**config.mk**
```make
export PLATFORM = sky130hd
export DESIGN_NAME = counter_seq_ctrl_flat
export DESIGN_NICKNAME = d
export VERILOG_FILES = /design/src/rtl/counter_pkg.sv /design/src/rtl/counter_seq_ctrl_if.sv /design/src/rtl/counter_seq_ctrl.sv /design/src/flat_wrapper.sv
export SDC_FILE = /design/constraint.sdc
export NUM_CORES = 1
export LEC_CHECK = 0
export CAP_MARGIN = 10
export CORE_UTILIZATION = 41
export CTS_BUF_LIST = sky130_fd_sc_hd__clkbuf_4 sky130_fd_sc_hd__clkbuf_8
export DETAILED_ROUTE_END_ITERATION = 8
export PLACE_DENSITY = 0.83
export RECOVER_POWER = 25
export SYNTH_ARGS = -nofsm -noshare
export SYNTH_HDL_FRONTEND = slang
export SYNTH_SLANG_ARGS = --single-unit
```
**constraint.sdc**
```tcl
create_clock -name clk -period 1.55 [get_ports clk]
set_input_delay 0.31 -clock clk [delete_from_list [all_inputs] [get_ports clk]]
set_output_delay 0.31 -clock clk [all_outputs]
set_load 0.05 [all_outputs]
```
**src/rtl/counter_pkg.sv**
```systemverilog
// -----------------------------------------------------------------------------
// counter_pkg
//   Shared definitions for the counter sequencing controller: the controller
//   state type (3-bit encoding) and the default data width.
// -----------------------------------------------------------------------------
package counter_pkg;

    localparam int WIDTH_DEF = 4;

    typedef enum logic [2:0] {
        ST_IDLE  = 3'd0,
        ST_LOAD  = 3'd1,
        ST_COUNT = 3'd2,
        ST_PAUSE = 3'd3,
        ST_DONE  = 3'd4
    } state_t;

endpackage

```
**src/rtl/counter_seq_ctrl_if.sv**
```systemverilog
// -----------------------------------------------------------------------------
// counter_seq_ctrl_if
//   Bundles the command side (START/STOP/HOLD/PRESET/TERM, BUSY/DONE) and the
//   counter side (D/LD/EN/OE, Q_IN feedback) of the sequencing controller.
//   master : the controller (drives EN/LD/OE/D/BUSY/DONE)
//   slave  : the environment (command source plus the controlled counter)
// -----------------------------------------------------------------------------
interface counter_seq_ctrl_if
    import counter_pkg::*;
#(
    parameter int WIDTH = WIDTH_DEF
);

    logic             START;
    logic             STOP;
    logic             HOLD;
    logic [WIDTH-1:0] PRESET;
    logic [WIDTH-1:0] TERM;
    logic [WIDTH-1:0] Q_IN;
    logic             EN;
    logic             LD;
    logic             OE;
    logic [WIDTH-1:0] D;
    logic             BUSY;
    logic             DONE;

    modport master (
        input  START, STOP, HOLD, PRESET, TERM, Q_IN,
        output EN, LD, OE, D, BUSY, DONE
    );

    modport slave (
        output START, STOP, HOLD, PRESET, TERM, Q_IN,
        input  EN, LD, OE, D, BUSY, DONE
    );

endinterface

```
**src/rtl/counter_seq_ctrl.sv**
```systemverilog
// -----------------------------------------------------------------------------
// counter_seq_ctrl
//   Upstream control stage for a loadable counter with output enable. A START
//   latches preset and terminal values, loads the counter, lets it run until
//   it reaches the terminal value, pulses DONE and keeps OE high for a
//   SHOW_CYC-cycle display window. STOP aborts, HOLD pauses.
//   Ports:
//     clk    system clock, rising edge
//     rst_n  asynchronous reset, active low
//     bus    counter_seq_ctrl_if.master (command inputs, counter controls,
//            Q_IN feedback, BUSY/DONE status)
//   All outputs are Moore outputs decoded from registered state.
// -----------------------------------------------------------------------------
module counter_seq_ctrl
    import counter_pkg::*;
#(
    parameter int WIDTH    = WIDTH_DEF,
    parameter int SHOW_CYC = 2
) (
    input  logic                      clk,
    input  logic                      rst_n,
    counter_seq_ctrl_if.master        bus
);

    localparam int              SC_W      = $clog2(SHOW_CYC) + 1;
    localparam logic [SC_W-1:0] SHOW_LAST = SC_W'(SHOW_CYC - 1);

    state_t           state;
    state_t           state_nxt;
    logic [WIDTH-1:0] pre_r;
    logic [WIDTH-1:0] term_r;
    logic [WIDTH-1:0] term_m1;
    logic [SC_W-1:0]  show_cnt;

    // The counter advances on the same edge on which we decide, so the stop
    // decision is taken one value early; wraps to all-ones for TERM=0.
    assign term_m1 = term_r - WIDTH'(1);

    // NOTE: sequential state uses non-blocking assignments so every register
    // samples pre-edge values regardless of statement order.
    always_ff @(posedge clk or negedge rst_n) begin
        if (!rst_n) begin
            state    <= ST_IDLE;
            pre_r    <= '0;
            term_r   <= '0;
            show_cnt <= '0;
        end else begin
            state <= state_nxt;
            if (state == ST_IDLE && bus.START) begin
                pre_r  <= bus.PRESET;
                term_r <= bus.TERM;
            end
            if (state != ST_DONE && state_nxt == ST_DONE) begin
                show_cnt <= '0;
            end else if (state == ST_DONE) begin
                show_cnt <= show_cnt + SC_W'(1);
            end
        end
    end

    // NOTE: every signal written here gets a default first, so no path through
    // the case statement can leave a value unassigned and infer a latch.
    always_comb begin
        state_nxt = state;
        bus.EN    = 1'b0;
        bus.LD    = 1'b0;
        bus.OE    = 1'b0;
        bus.BUSY  = 1'b1;
        bus.DONE  = 1'b0;

        unique case (state)
            ST_IDLE: begin
                bus.BUSY = 1'b0;
                if (bus.START) state_nxt = ST_LOAD;
            end
            ST_LOAD: begin
                bus.EN = 1'b1;
                bus.LD = 1'b1;
                if (bus.STOP)             state_nxt = ST_IDLE;
                else if (pre_r == term_r) state_nxt = ST_DONE;
                else                      state_nxt = ST_COUNT;
            end
            ST_COUNT: begin
                bus.EN = 1'b1;
                bus.OE = 1'b1;
                // STOP beats terminal beats HOLD.
                if (bus.STOP)                 state_nxt = ST_IDLE;
                else if (bus.Q_IN == term_m1) state_nxt = ST_DONE;
                else if (bus.HOLD)            state_nxt = ST_PAUSE;
            end
            ST_PAUSE: begin
                bus.OE = 1'b1;
                if (bus.STOP)       state_nxt = ST_IDLE;
                else if (!bus.HOLD) state_nxt = ST_COUNT;
            end
            ST_DONE: begin
                bus.OE   = 1'b1;
                bus.DONE = (show_cnt == '0);
                if (show_cnt == SHOW_LAST) state_nxt = ST_IDLE;
            end
            default: begin
                bus.BUSY  = 1'b0;
                state_nxt = ST_IDLE;
            end
        endcase
    end

    assign bus.D = pre_r;

endmodule

```
**src/flat_wrapper.sv**
```systemverilog
// flat-port wrapper written by rule: the top's interface ports become plain ports
module counter_seq_ctrl_flat import counter_pkg::*;
#(
    parameter int WIDTH    = WIDTH_DEF,
    parameter int SHOW_CYC = 2
)
  (clk, rst_n, bus_START, bus_STOP, bus_HOLD, bus_PRESET, bus_TERM, bus_Q_IN, bus_EN, bus_LD, bus_OE, bus_D, bus_BUSY, bus_DONE);
  counter_seq_ctrl_if #(.WIDTH(WIDTH)) bus_i ();
  input  logic clk;
  input  logic rst_n;
  input wire logic [$bits(bus_i.START)-1:0] bus_START;
  input wire logic [$bits(bus_i.STOP)-1:0] bus_STOP;
  input wire logic [$bits(bus_i.HOLD)-1:0] bus_HOLD;
  input wire logic [$bits(bus_i.PRESET)-1:0] bus_PRESET;
  input wire logic [$bits(bus_i.TERM)-1:0] bus_TERM;
  input wire logic [$bits(bus_i.Q_IN)-1:0] bus_Q_IN;
  output wire logic [$bits(bus_i.EN)-1:0] bus_EN;
  output wire logic [$bits(bus_i.LD)-1:0] bus_LD;
  output wire logic [$bits(bus_i.OE)-1:0] bus_OE;
  output wire logic [$bits(bus_i.D)-1:0] bus_D;
  output wire logic [$bits(bus_i.BUSY)-1:0] bus_BUSY;
  output wire logic [$bits(bus_i.DONE)-1:0] bus_DONE;
  assign bus_i.START = bus_START;
  assign bus_i.STOP = bus_STOP;
  assign bus_i.HOLD = bus_HOLD;
  assign bus_i.PRESET = bus_PRESET;
  assign bus_i.TERM = bus_TERM;
  assign bus_i.Q_IN = bus_Q_IN;
  assign bus_EN = bus_i.EN;
  assign bus_LD = bus_i.LD;
  assign bus_OE = bus_i.OE;
  assign bus_D = bus_i.D;
  assign bus_BUSY = bus_i.BUSY;
  assign bus_DONE = bus_i.DONE;
  counter_seq_ctrl #(.WIDTH(WIDTH), .SHOW_CYC(SHOW_CYC)) u_core (.clk(clk), .rst_n(rst_n), .bus(bus_i));
endmodule
```
After elaboration in Yosys (flattened, before gate mapping). Index checks and enable logic that the tools add are counted.

Multiply operators: 0. Bitwise operators: 0. Reduce and logical (&&, ||, !) cells: 8. Mux-type cells: 17. $lt $le $gt $ge: 0. Div/mod/pow operators: 0. Shifts and indexed selects: 0. Equality and inequality tests: 9. Add/subtract/negate cells: 2.

Operators with widths (count): $mux W3 (9); $pmux W3 S5 (1); $eq A4 B4 Y1 (2); $eq A3 B2 Y1 const B (2); $eq A3 B3 Y1 const B (2); $mux W1 (5); $mux W2 (2); $reduce_or A4 Y1 (1); $sub A4 B1 Y4 const B (1); $eq A3 B1 Y1 const B (1); $logic_not A3 Y1 (1); $ne A3 B3 Y1 const B (1); $reduce_or A3 Y1 (1); $add A2 B1 Y2 const B (1); $eq A2 B1 Y1 const B (1); $logic_and A1 B1 Y1 (2); $logic_not A2 Y1 (1); $reduce_bool A2 Y1 (1); $reduce_or A2 Y1 (1).

Register bits: 13. ROM bits: 0. Memories kept: 0. Word-level logic and storage cells: 40. Bits in latches: 0. Memory bits (writable): 0.

Depth between registers and ports, before layout.
Depth in word-level cells: 8. Gate-level depth with buffers: 7.

Least setup slack after synthesis. OpenSTA, ideal clock, no wires.

Path type: register -> output. Start: reg u_core.state[2]. End: out bus_EN. Setup slack: -591 ps. Path buffers: 1. Arrival time: 1831 ps. Stages on the path, launching flop included: 4. Path through: dfrtp_1 clkbuf_1 nand2b_1 o21ai_0.

Cells in the longest elaborated chain, start to end: 3. Elaborated cells on any way between the ends: 4.

RTL lines: from (decl) (RTL line counter_seq_ctrl.sv:28) `state_t state;`; from (signal assigned) (RTL line counter_seq_ctrl.sv:48) `state <= state_nxt;`; $eq A3 B1 Y1 / $eq A3 B2 Y1 (equally long branches) (RTL line counter_seq_ctrl.sv:71) `unique case (state)`; $reduce_or A2 Y1 (no source line) *; $mux W1 * (RTL line counter_seq_ctrl.sv:71); to (decl) (RTL line flat_wrapper.sv:17) `output wire logic [$bits(bus_i.EN)-1:0] bus_EN;`.

Mark *: on every way between the ends. The rest lies on a longest branch, timed or not.

Worst setup path in the final report.
Start: reg u_core.state[2]. End: out bus_BUSY.

Cells in the longest elaborated chain, start to end: 3. Elaborated cells on any way between the ends: 6.

RTL lines: $eq A3 B1 Y1, or another cell as far along (RTL line counter_seq_ctrl.sv:71); $reduce_or A4 Y1 (no source line) *; $mux W1 * (RTL line counter_seq_ctrl.sv:71); to (decl) (RTL line flat_wrapper.sv:21) `output wire logic [$bits(bus_i.BUSY)-1:0] bus_BUSY;`.

Marks and branches as above.

==> impl_metrics.toml <==
[logic_synthesis]
synth_cell_types = 27
synth_nets = 95
ys_seq_area_frac = 0.425
synth_commonest_cells = "dfrtp_1, nand2_1, xnor2_1, inv_1, mux2_1"
syn_inst = 75
synth-async-reset-ratio = 1.00
synth_ff_type = "dfrtp_1"
synth_top_area_share = 0.425
netlist_top_cells_area = "dfrtp_1, xnor2_1, mux2_1"
yosys_warnings = 0
synth_edf_count = 0
synthesis.area_um2 = 766
syn_area_per_cell_um2 = 10.2
synth_seq_cells = 13
synth_most_common_cell = "dfrtp_1"
yosysTopAreaCell = "dfrtp_1"

[setup_path]
ff2ff_setup_slack_ns = -0.01
crit_path_end_kind = "output port"
critPathBufInv = 2
worstSetupPathDepth = 3
r2r.worst_path.cells = 4
slowest_delay_ns = 0.45
crit_path_max_fanout = 7
critPathRequiredTime_ns = 1.24
critPathTopFamily = "flip-flops"
crit_path_start_kind = "register"
critPathKind = "reg2out"
crit_chain = "buf_4, xnor2_2, buf_12"
slowest_stage = "dfrtp_2"
reg2reg_from = "u_core.state[1]"
crit_path_start = "u_core.state[2]"
arrival_ns = 1.25

[run]
cap_violations = 0

[run_status]
violations = "setup timing"
status = "complete, but fails checks"

[power_and_ir_drop]
power_leakage_uw = 0.000594
fin_total_pwr_uw = 3350
peakVddDrop_mv = 1.60
p_per_area_nw_per_um2 = 2490

[floorplanning]
num_rows = 15
coreArea_um2 = 1750
die_area_um2 = 2040
chipWidth_um = 45.2
io_pins = 26
die-height_um = 45.2
initial_utilization = 0.439

[cts]
cts_tree = "yes"
cts_buffer_depth = 2
clk_latency_ns = 0.27
cts_sinks = 13
cts-buffers-inserted = 3
clk_pin_slew_worst_paths_ns = 0.08
cts_root_buf = "clkbuf_4"
hold_buffers = 0
cts_max_level = 1

[route]
antenna_left = 0
vias = 688
drt-pass1-iter-count = 4
drtIter0Drc = 4
avgViaCountPerCell = 4.91
drc_errors = 0
detail_route.wirelength_um = 1840
wire_per_inst_um = 13.1

[timing]
timing.final.ws_setup_ns = -0.0131
timing.fmax_mhz = 640
maxSlewViolCount = 0
fin_setup_tns_ns = -0.0228
fin_worst_skew_ns = 0.00434
hold_viol_final = 0
fin_crit_sh = 1.01
hold_ws_ns = 0.573
setup_viol = 3
post-route-min-period_ns = 1.56
rsz0062_at_grt = "yes"
slew_headroom = 0.536
tightest_slew_ns = 0.696

[grt]
grt_pass1_vias = 688
grt_pass1_wl_um = 2840
grt-ovfl-total = 0
antenna_found_initial = 0
grt_start_max_net_pins = 14
grt_util_all_layers = 0.193

[final_layout]
finalNetCount = 136
utilization = 0.771
drive_above_1_share = 0.426
antenna_cells = 0
area_growth_pct = 75.7

[placement]
post-place-ws_ns = -0.293
gp_congestion = 0.825
dp_hpwl_um = 1300
portBuffers = 25

[hold_path]
hp-start = "bus_TERM[0]"
hp-class = "in2reg"
hold_path_depth = 3
state kept, by name, indices dropped and copies added, names as in the netlist:
register / flops
u_core.bus.D: 4
u_core.show_cnt: 2
u_core.state: 3
u_core.term_r: 4
path summary, 6_finish.rpt:
path	endpoint
worst min-delay path	u_core.term_r[0]
min in group asynchronous	u_core.bus.D[0]
worst max register to register	u_core.bus.D[2]
worst max-delay path	bus_BUSY
worst min register to register	u_core.term_r[1]
max in group asynchronous	u_core.state[2]
timing repair:
action	4_1_cts	5_1_grt
cloned	0	0
hold endpoints to repair	0	0
pin swaps	4	0
gates resized for setup	8	15
setup endpoints to repair	7	13
buffers inserted	3	3
tightest hold or removal path, delay by kind of cell:
kind                   cells  cell delay, ns
AO/OA/AOI/OAI              1            0.05
buffers and inverters      1            0.40
AND/OR/NAND/NOR            1            0.05
final cells by class:
cell class / instances / area (um2)
clock buffers: 4 / 30.0
fillers: 119 / 400
well taps: 25 / 31.3
repair buffers: 38 / 440
multi-input cells: 54 / 492
flip-flops and latches: 13 / 329
inverters: 6 / 22.5
power by group:
part | leakage [uW] | switching, uW | internal [uW]
registers | 0.000155 | 209 | 510
clock network | 0.0000184 | 111 | 117
logic | 0.000421 | 1160 | 1240
per-layer routing:
layer  global-route usage  vias to the layer above  wire (um)
met5                    0                        -          0
met2                0.359                       22        996
met1                0.226                      329        746
met4               0.0545                        0         23
met3               0.0320                        4         68
li1                     -                      333          -
layout by cell type, fill, tap and decap left out, types with 2 or more instances in the layout:
cell	n
inv_1	2
nand2_1	5
mux2_1	3
o21ai_0	3
o21ai_1	4
nand3_1	2
a21oi_2	2
buf_4	11
nor2_1	2
clkdlybuf4s50_1	14
ha_1	2
dfrtp_2	3
dfrtp_1	10
buf_12	9
inv_2	4
mux2_4	3
xnor2_1	7
clkbuf_4	4
nand2_2	3
through the flow:
| stage | instance area, um2 | std cells |
|---|---|---|
| after floorplan | 777 | 75 |
| after global placement | 1190 | 130 |
| after detailed placement | 1190 | 130 |
| after CTS | 1280 | 137 |
| after global routing | 1350 | 140 |
| final | 1350 | 140 |
cell families after synthesis:
logic type,Yosys count,share of synthesized area
AO/OA/AOI/OAI,12,0.0931
XOR/XNOR,10,0.134
adder cells (fa/ha/maj),3,0.0490
multiplexers,7,0.101
AND/OR/NAND/NOR,22,0.157
flip-flops,13,0.425
buffers and inverters,8,0.0408
(Power assumes the default switching activity.)
